==> src/rtl/execute_cycle_pkg.sv <==
// Shared encodings for the execute stage: ALU operation codes and the
// forwarding-select codes also driven by the hazard unit.
package execute_cycle_pkg;

    localparam logic [2:0] ALU_ADD = 3'b000;
    localparam logic [2:0] ALU_SUB = 3'b001;
    localparam logic [2:0] ALU_AND = 3'b010;
    localparam logic [2:0] ALU_OR  = 3'b011;
    localparam logic [2:0] ALU_SLT = 3'b101;

    localparam logic [1:0] FWD_RF  = 2'b00;
    localparam logic [1:0] FWD_WB  = 2'b01;
    localparam logic [1:0] FWD_MEM = 2'b10;

endpackage

==> src/rtl/execute_cycle_alu.sv <==
// Combinational RV32I ALU; undefined operation codes yield 0.
module alu #(
    parameter int XLEN = 32
) (
    input  logic [XLEN-1:0] SrcA,
    input  logic [XLEN-1:0] SrcB,
    input  logic [2:0]      ALUControl,
    output logic [XLEN-1:0] Result,
    output logic            Zero
);
    import execute_cycle_pkg::*;

    always_comb begin
        Result = '0;
        case (ALUControl)
            ALU_ADD: Result = SrcA + SrcB;
            ALU_SUB: Result = SrcA - SrcB;
            ALU_AND: Result = SrcA & SrcB;
            ALU_OR:  Result = SrcA | SrcB;
            ALU_SLT: Result = {{(XLEN-1){1'b0}}, ($signed(SrcA) < $signed(SrcB))};
            default: Result = '0;
        endcase
    end

    assign Zero = (Result == '0);

endmodule

==> src/rtl/execute_cycle.sv <==
// EX stage: operand forwarding, ALU, beq resolution and the EX/MEM register.
// One cycle to the M outputs; branch redirect is combinational. No stall/flush.
module execute_cycle #(
    parameter int XLEN = 32
) (
    input  logic            clk,
    input  logic            rst,
    input  logic            RegWriteE,
    input  logic            MemWriteE,
    input  logic            ResultSrcE,
    input  logic            ALUSrcE,
    input  logic            BranchE,
    input  logic [2:0]      ALUControlE,
    input  logic [XLEN-1:0] RD1_E,
    input  logic [XLEN-1:0] RD2_E,
    input  logic [XLEN-1:0] Imm_Ext_E,
    input  logic [4:0]      RD_E,
    input  logic [XLEN-1:0] PCE,
    input  logic [XLEN-1:0] PCPlus4E,
    input  logic [1:0]      ForwardAE,
    input  logic [1:0]      ForwardBE,
    input  logic [XLEN-1:0] ResultW,
    output logic            PCSrcE,
    output logic [XLEN-1:0] PCTargetE,
    output logic            RegWriteM,
    output logic            MemWriteM,
    output logic            ResultSrcM,
    output logic [4:0]      RD_M,
    output logic [XLEN-1:0] ALUResultM,
    output logic [XLEN-1:0] WriteDataM,
    output logic [XLEN-1:0] PCPlus4M
);
    import execute_cycle_pkg::*;

    logic [XLEN-1:0] src_a, write_data_e, src_b, alu_result_d;
    logic            zero_e;

    logic            regwrite_q, memwrite_q, resultsrc_q;
    logic [4:0]      rd_q;
    logic [XLEN-1:0] alu_result_q, write_data_q, pcplus4_q;

    // Select 10 feeds back the registered EX/MEM result, never this cycle's ALU output.
    always_comb begin
        src_a = RD1_E;
        case (ForwardAE)
            FWD_RF:  src_a = RD1_E;
            FWD_WB:  src_a = ResultW;
            FWD_MEM: src_a = alu_result_q;
            default: src_a = RD1_E;
        endcase
    end

    always_comb begin
        write_data_e = RD2_E;
        case (ForwardBE)
            FWD_RF:  write_data_e = RD2_E;
            FWD_WB:  write_data_e = ResultW;
            FWD_MEM: write_data_e = alu_result_q;
            default: write_data_e = RD2_E;
        endcase
    end

    assign src_b = ALUSrcE ? Imm_Ext_E : write_data_e;

    alu #(.XLEN(XLEN)) u_alu (
        .SrcA       (src_a),
        .SrcB       (src_b),
        .ALUControl (ALUControlE),
        .Result     (alu_result_d),
        .Zero       (zero_e)
    );

    assign PCTargetE = PCE + Imm_Ext_E;
    assign PCSrcE    = BranchE & zero_e;

    always_ff @(posedge clk) begin
        if (rst) begin
            regwrite_q   <= 1'b0;
            memwrite_q   <= 1'b0;
            resultsrc_q  <= 1'b0;
            rd_q         <= '0;
            alu_result_q <= '0;
            write_data_q <= '0;
            pcplus4_q    <= '0;
        end else begin
            regwrite_q   <= RegWriteE;
            memwrite_q   <= MemWriteE;
            resultsrc_q  <= ResultSrcE;
            rd_q         <= RD_E;
            alu_result_q <= alu_result_d;
            write_data_q <= write_data_e;
            pcplus4_q    <= PCPlus4E;
        end
    end

    assign RegWriteM  = regwrite_q;
    assign MemWriteM  = memwrite_q;
    assign ResultSrcM = resultsrc_q;
    assign RD_M       = rd_q;
    assign ALUResultM = alu_result_q;
    assign WriteDataM = write_data_q;
    assign PCPlus4M   = pcplus4_q;

endmodule

==> config.mk <==
export PLATFORM = sky130hd
export DESIGN_NAME = execute_cycle
export DESIGN_NICKNAME = d
export VERILOG_FILES = /design/src/rtl/execute_cycle_pkg.sv /design/src/rtl/execute_cycle_alu.sv /design/src/rtl/execute_cycle.sv
export SDC_FILE = /design/constraint.sdc
export NUM_CORES = 1
export LEC_CHECK = 0
export ABC_AREA = 1
export CAP_MARGIN = 40
export CORE_MARGIN = 3
export CORE_UTILIZATION = 54
export CTS_CLUSTER_DIAMETER = 50
export DETAILED_ROUTE_END_ITERATION = 8
export PLACE_DENSITY_LB_ADDON = 0.12
export SLEW_MARGIN = 10
export SYNTH_ARGS = -nofsm -noshare
export SYNTH_HDL_FRONTEND = slang
export SYNTH_SLANG_ARGS = --single-unit
==> constraint.sdc <==
create_clock -name clk -period 7.6 [get_ports clk]
set_input_delay 1.52 -clock clk [delete_from_list [all_inputs] [get_ports clk]]
set_output_delay 1.52 -clock clk [all_outputs]
set_load 0.01 [all_outputs]
Word-level counts from Yosys, hierarchy flattened

Index checks and enable logic that the tools add are counted.
W data, S select, Z words.

Register bits: 104
Output and inout bits: 137
Word-level logic and storage cells: 28

Bitwise gates (word level): 3
Add/subtract/negate cells: 3
Equality and inequality tests: 8
Reductions and logical operators: 2
Magnitude comparators: 1
Multiplexer cells: 4

Operator list:

| kind                 | number |
|---|---|
| $pmux W32 S5         | 1 |
| $pmux W32 S2         | 2 |
| $add A32 B32 Y32     | 2 |
| $and A32 B32 Y32     | 1 |
| $logic_not A32 Y1    | 1 |
| $lt A32 B32 Y1       | 1 |
| $mux W32             | 1 |
| $or A32 B32 Y32      | 1 |
| $sub A32 B32 Y32     | 1 |
| $eq A3 B2 Y1 const B | 2 |
| $eq A2 B1 Y1 const B | 2 |
| $eq A2 B2 Y1 const B | 2 |
| $eq A3 B1 Y1 const B | 1 |
| $eq A3 B3 Y1 const B | 1 |
| $logic_not A3 Y1     | 1 |
| $and A1 B1 Y1        | 1 |

Logic depth before layout (Yosys ltp)

Depth after elaboration: 7
Depth in mapped cells: 27

Cells and area by module

Synthesis repeated with hierarchy kept, for this count alone.

Cells, all modules: 2483
Area total of the unflattened synthesis: 13374.1 um2

Modules (own cells, without submodules):

| module        | cells an instance | instances | seq. area each (um2) | area an instance (um2) |
|---|---|---|---|---|
| execute_cycle | 1147              | 1         | 2082.0               | 6723.9 |
| alu           | 1336              | 1         | 0.0                  | 6650.1 |

Least setup slack after synthesis

No wires, ideal clock.

Path type: in2out
From: in ForwardBE[0]
To: out PCSrcE
Data required time: 6.080 ns
Slack: 1.552 ns
Stages on the path: 26
Data arrival time: 4.528 ns
Cell sequence: inv_1 > ha_1 > clkbuf_1 > clkbuf_1 > a221o_1 > o21ai_0 > nand2_1 > o21ai_0 > fa_1 > inv_1 > nand3_1 > nand2_1 > nand3_1 > nand2_1 > nand2_1 > nand2_1 > nand2_1 > nand2_1 > nand2_1 > nand2_1 > nor2_1 > nor2_1 > nand2_1 > nor2_1 > nand2_1 > nor2_1

Word-level cells in the longest chain between the ends: 7

Ends and longest elaborated chain:

| what                                                | line                    | source |
|---|---|---|
| start: declaration                                  | execute_cycle.sv:21     | `input logic [1:0] ForwardBE,` |
| $eq A2 B2 Y1 / $eq A2 B1 Y1 (equally long branches) | execute_cycle.sv:55     | `case (ForwardBE)` |
| $pmux W32 S2 *                                      | execute_cycle.sv:55     |  |
| $mux W32 *                                          | execute_cycle.sv:63     | `assign src_b = ALUSrcE ? Imm_Ext_E : write_data_e;` |
| $sub A32 B32 Y32, or another cell as far along      | execute_cycle_alu.sv:17 | `ALU_SUB: Result = SrcA - SrcB;` |
| $pmux W32 S5 *                                      | execute_cycle_alu.sv:15 | `case (ALUControl)` |
| $logic_not A32 Y1 *                                 | execute_cycle_alu.sv:25 | `assign Zero = (Result == '0);` |
| $and A1 B1 Y1 *                                     | execute_cycle.sv:74     | `assign PCSrcE = BranchE & zero_e;` |
| end: declaration                                    | execute_cycle.sv:23     | `output logic PCSrcE,` |

Mark *: on every way between the ends. The rest lies on a longest branch, timed or not.

Worst setup path in the final report

Same ends and word-level chain as after synthesis.

==> summary.txt <==
Clocking
  – Max clock buf depth: 2
  – Root buffer cell: clkbuf_16
  – Sink Count: 104
  – CTS tree: yes
  – H-Tree Depth: 3
  – Clock latency on the worst-skew pair: 0.37 ns
  – Cts-stage hold buffer count: 0
  – CTS Buf Count: 9
  – CTS clk-pin slew, worst paths: 0.09 ns

Synthesis
  – Primary FF master, synth: dfxtp_1
  – Number of flops mapped to enable cells by yosys: 0
  – Total number of yosys warnings: 0
  – Ys async rst share: 0%
  – Sequential share of the synthesized area: 16.4%
  – Top post-synthesis cells by area: dfxtp_1, nand2_1, ha_1, inv_1, nor2_1
  – Syn nets: 2488
  – Share of the synthesized area in the top cell type: 16.4%
  – Post-synth top area cell: dfxtp_1
  – Synthesized instance count: 2130
  – Syn avg cell area: 5.94 sq um
  – Post-Syn Area: 0.0127 sq mm
  – Cell variety after synth: 47
  – Seq cells post-synth: 104

Global route
  – First-pass GRT wire length: 85.8 mm
  – GRT Total Usage: 42.1%
  – Vias in the first global route: 16300
  – GRT overflow: 0
  – Initial antenna violation count: 0
  – Largest net degree at the start of global routing: 81

Setup path
  – Worst Setup Start Kind: input pin
  – Critical Path RT: 6.08 ns
  – CP Max Fanout: 29
  – WP data arrival: 5.97 ns
  – Critical Path End Type: output pin
  – Kind of critical path: in2out

Routing
  – Vias/cell: 5.76
  – ANT nets after route: 0
  – DR iter-0 viols: 1968
  – Via count: 16900
  – DRC: 0
  – Pre-antenna DRT Iters: 9
  – Avg WL per Cell: 19.1 um
  – WL final: 55.9 mm

STA
  – Post-Route Skew: 0.0125 ns
  – Final Hold Fails: 0
  – Fmax: 134 MHz
  – Setup ws final: 0.114 ns
  – Setup Viol. Count Final: 0
  – Period utilization: 98.5%
  – Final Slew Violations: 0
  – Slew margin rel.: 33.6%
  – Period minus WS final: 7.49 ns
  – Worst-Margin Slew: 0.994 ns
  – Unrepaired setup endpoints after global routing: false

Placement
  – Detailed Place HPWL: 46.5 mm
  – RePlAce Congestion: 1.16
  – Dpl cells: 2915
  – Pre-CTS setup slack: -0.307 ns
  – Port bufs: 347

Power and ir drop
  – Pwr/cell area: 172 mW/mm^2
  – Worst VDD drop: 0.000108 V
  – LEAKAGE: 9.37 nW

Die
  – Initial Util: 55.4%
  – Num ports: 348
  – Die H: 159 um
  – Core area: 0.0228 sq mm
  – Die X: 159 um
  – Die area: 0.0253 sq mm
  – Cell Rows: 55

Final layout
  – Area grow syn2layout: 42.8%
  – Antenna cells: 0
  – Commonest non-fill, non-tap cell in the layout: nand2_1
  – Layout cells sized above 1: 12.0%
  – Nets: 2972
  – Layout Cells excl Fill: 2932
  – Filler cells: 1715
  – Most frequent cells in the layout: nand2_1, inv_1, clkdlybuf4s50_1, nor2_1, buf_4

Min path
  – Hold crit path type: reg2reg

Run status
  – Status: completed

Job
  – Max-cap viol count: 0
==> cells in the mapped netlist, drive strengths merged (9+ instances only) <==
master and count:
nor3 18, nand4 9, dfxtp 104, xor2 18, clkbuf 42, a221o 63, nand2 527, o21ai 167
nor2 270, o21bai 13, ha 144, buf 35, nand3 152, xnor2 13, a21oi 99, o22ai 23
inv 397
==> routing by layer <==
| layer | vias up | GRT usage [%] | part of all wire [%] |
|---|---|---|---|
| met4 | 0 | 35.5 | 10 |
| met1 | 7475 | 46.9 | 35 |
| met5 | - | 0 | 0 |
| li1 | 7771 | - | - |
| met2 | 1271 | 68.7 | 44 |
| met3 | 360 | 8.92 | 11 |
==> what timing repair did <==
item,in CTS,in global routing
buffers inserted,0,1
resized for setup,5,24
setup endpoints to repair,1,1
pin swaps,0,2
==> critical path: stages <==
cell             delay, ns
clkdlybuf4s50_1       0.49
inv_1                 0.05
ha_1                  0.37
buf_12                0.20
a221o_1               0.31
o21ai_0               0.15
o21ai_0               0.15
buf_4                 0.18
ha_1                  0.33
buf_4                 0.17
nand2_2               0.09
inv_1                 0.09
nand2_1               0.08
nand3_1               0.07
nand2_1               0.11
nand3_1               0.14
o21ai_0               0.22
nand3_1               0.24
nor2_1                0.18
nand2_1               0.10
nor2_1                0.15
nand3_1               0.10
nor2_2                0.18
dlygate4sd2_1         0.29
==> final cells by class <==
| class | count | area [sq um] | area share, % |
|---|---|---|---|
| clock buffers | 9 | 225 | 1.25 |
| clock inverters | 7 | 86.3 | 0.478 |
| inverters | 398 | 1500 | 8.28 |
| multi-input cells | 1551 | 8730 | 48.3 |
| flip-flops and latches | 104 | 2080 | 11.5 |
| well taps | 313 | 392 | 2.17 |
| repair buffers | 550 | 5060 | 28.0 |
==> through the flow <==
| stage | hold WS (ns) | setup TNS, ns | power, W | utilization [%] | area (sq um) |
|---|---|---|---|---|---|
| floorplan | 0.707 | 0 | 0.00168 | - | 12700 |
| global placement | 0.698 | -0.302 | 0.00249 | 77.5 | 17700 |
| detailed placement | 0.730 | -0.307 | 0.00253 | 77.5 | 17700 |
| CTS | 0.751 | 0 | 0.00304 | 78.9 | 18000 |
| global route | 0.828 | 0 | 0.00330 | 79.1 | 18100 |
| finish | 0.747 | 0 | 0.00311 | 79.1 | 18100 |
==> worst paths after layout <==
path | startpoint | endpoint | slack (ns) | cells past startpoint
max | ForwardBE[0] | PCSrcE | 0.11 | 24
min reg2reg | ALUResultM[13] | WriteDataM[13] | 0.75 | 3
max reg2reg | ALUResultM[2] | ALUResultM[25] | 4.26 | 19
min | ALUResultM[13] | WriteDataM[13] | 0.75 | 3
==> registers in the layout, summed over array words and instances, names as in the netlist <==
register,cells
WriteDataM,32
PCPlus4M,32
ResultSrcM,1
RD_M,5
RegWriteM,1
MemWriteM,1
ALUResultM,32
==> where the power goes <==
part	leakage [nW]	internal, W	switching, W	total (W)
logic	8.36	0.000851	0.00114	0.00199
clock network	0.154	0.000241	0.000262	0.000503
registers	0.862	0.000589	0.0000262	0.000615
==> cell families after synthesis <==
| family | share of synthesized area (%) |
|---|---|
| buffers and inverters | 15.0 |
| and+or+nand+nor | 32.7 |
| AOI/OAI and AO/OA | 19.0 |
| DFF | 16.4 |
| adders and majority gates | 14.7 |
| xor gates and xnor gates | 2.15 |
Power figures use the tool's default switching activity.
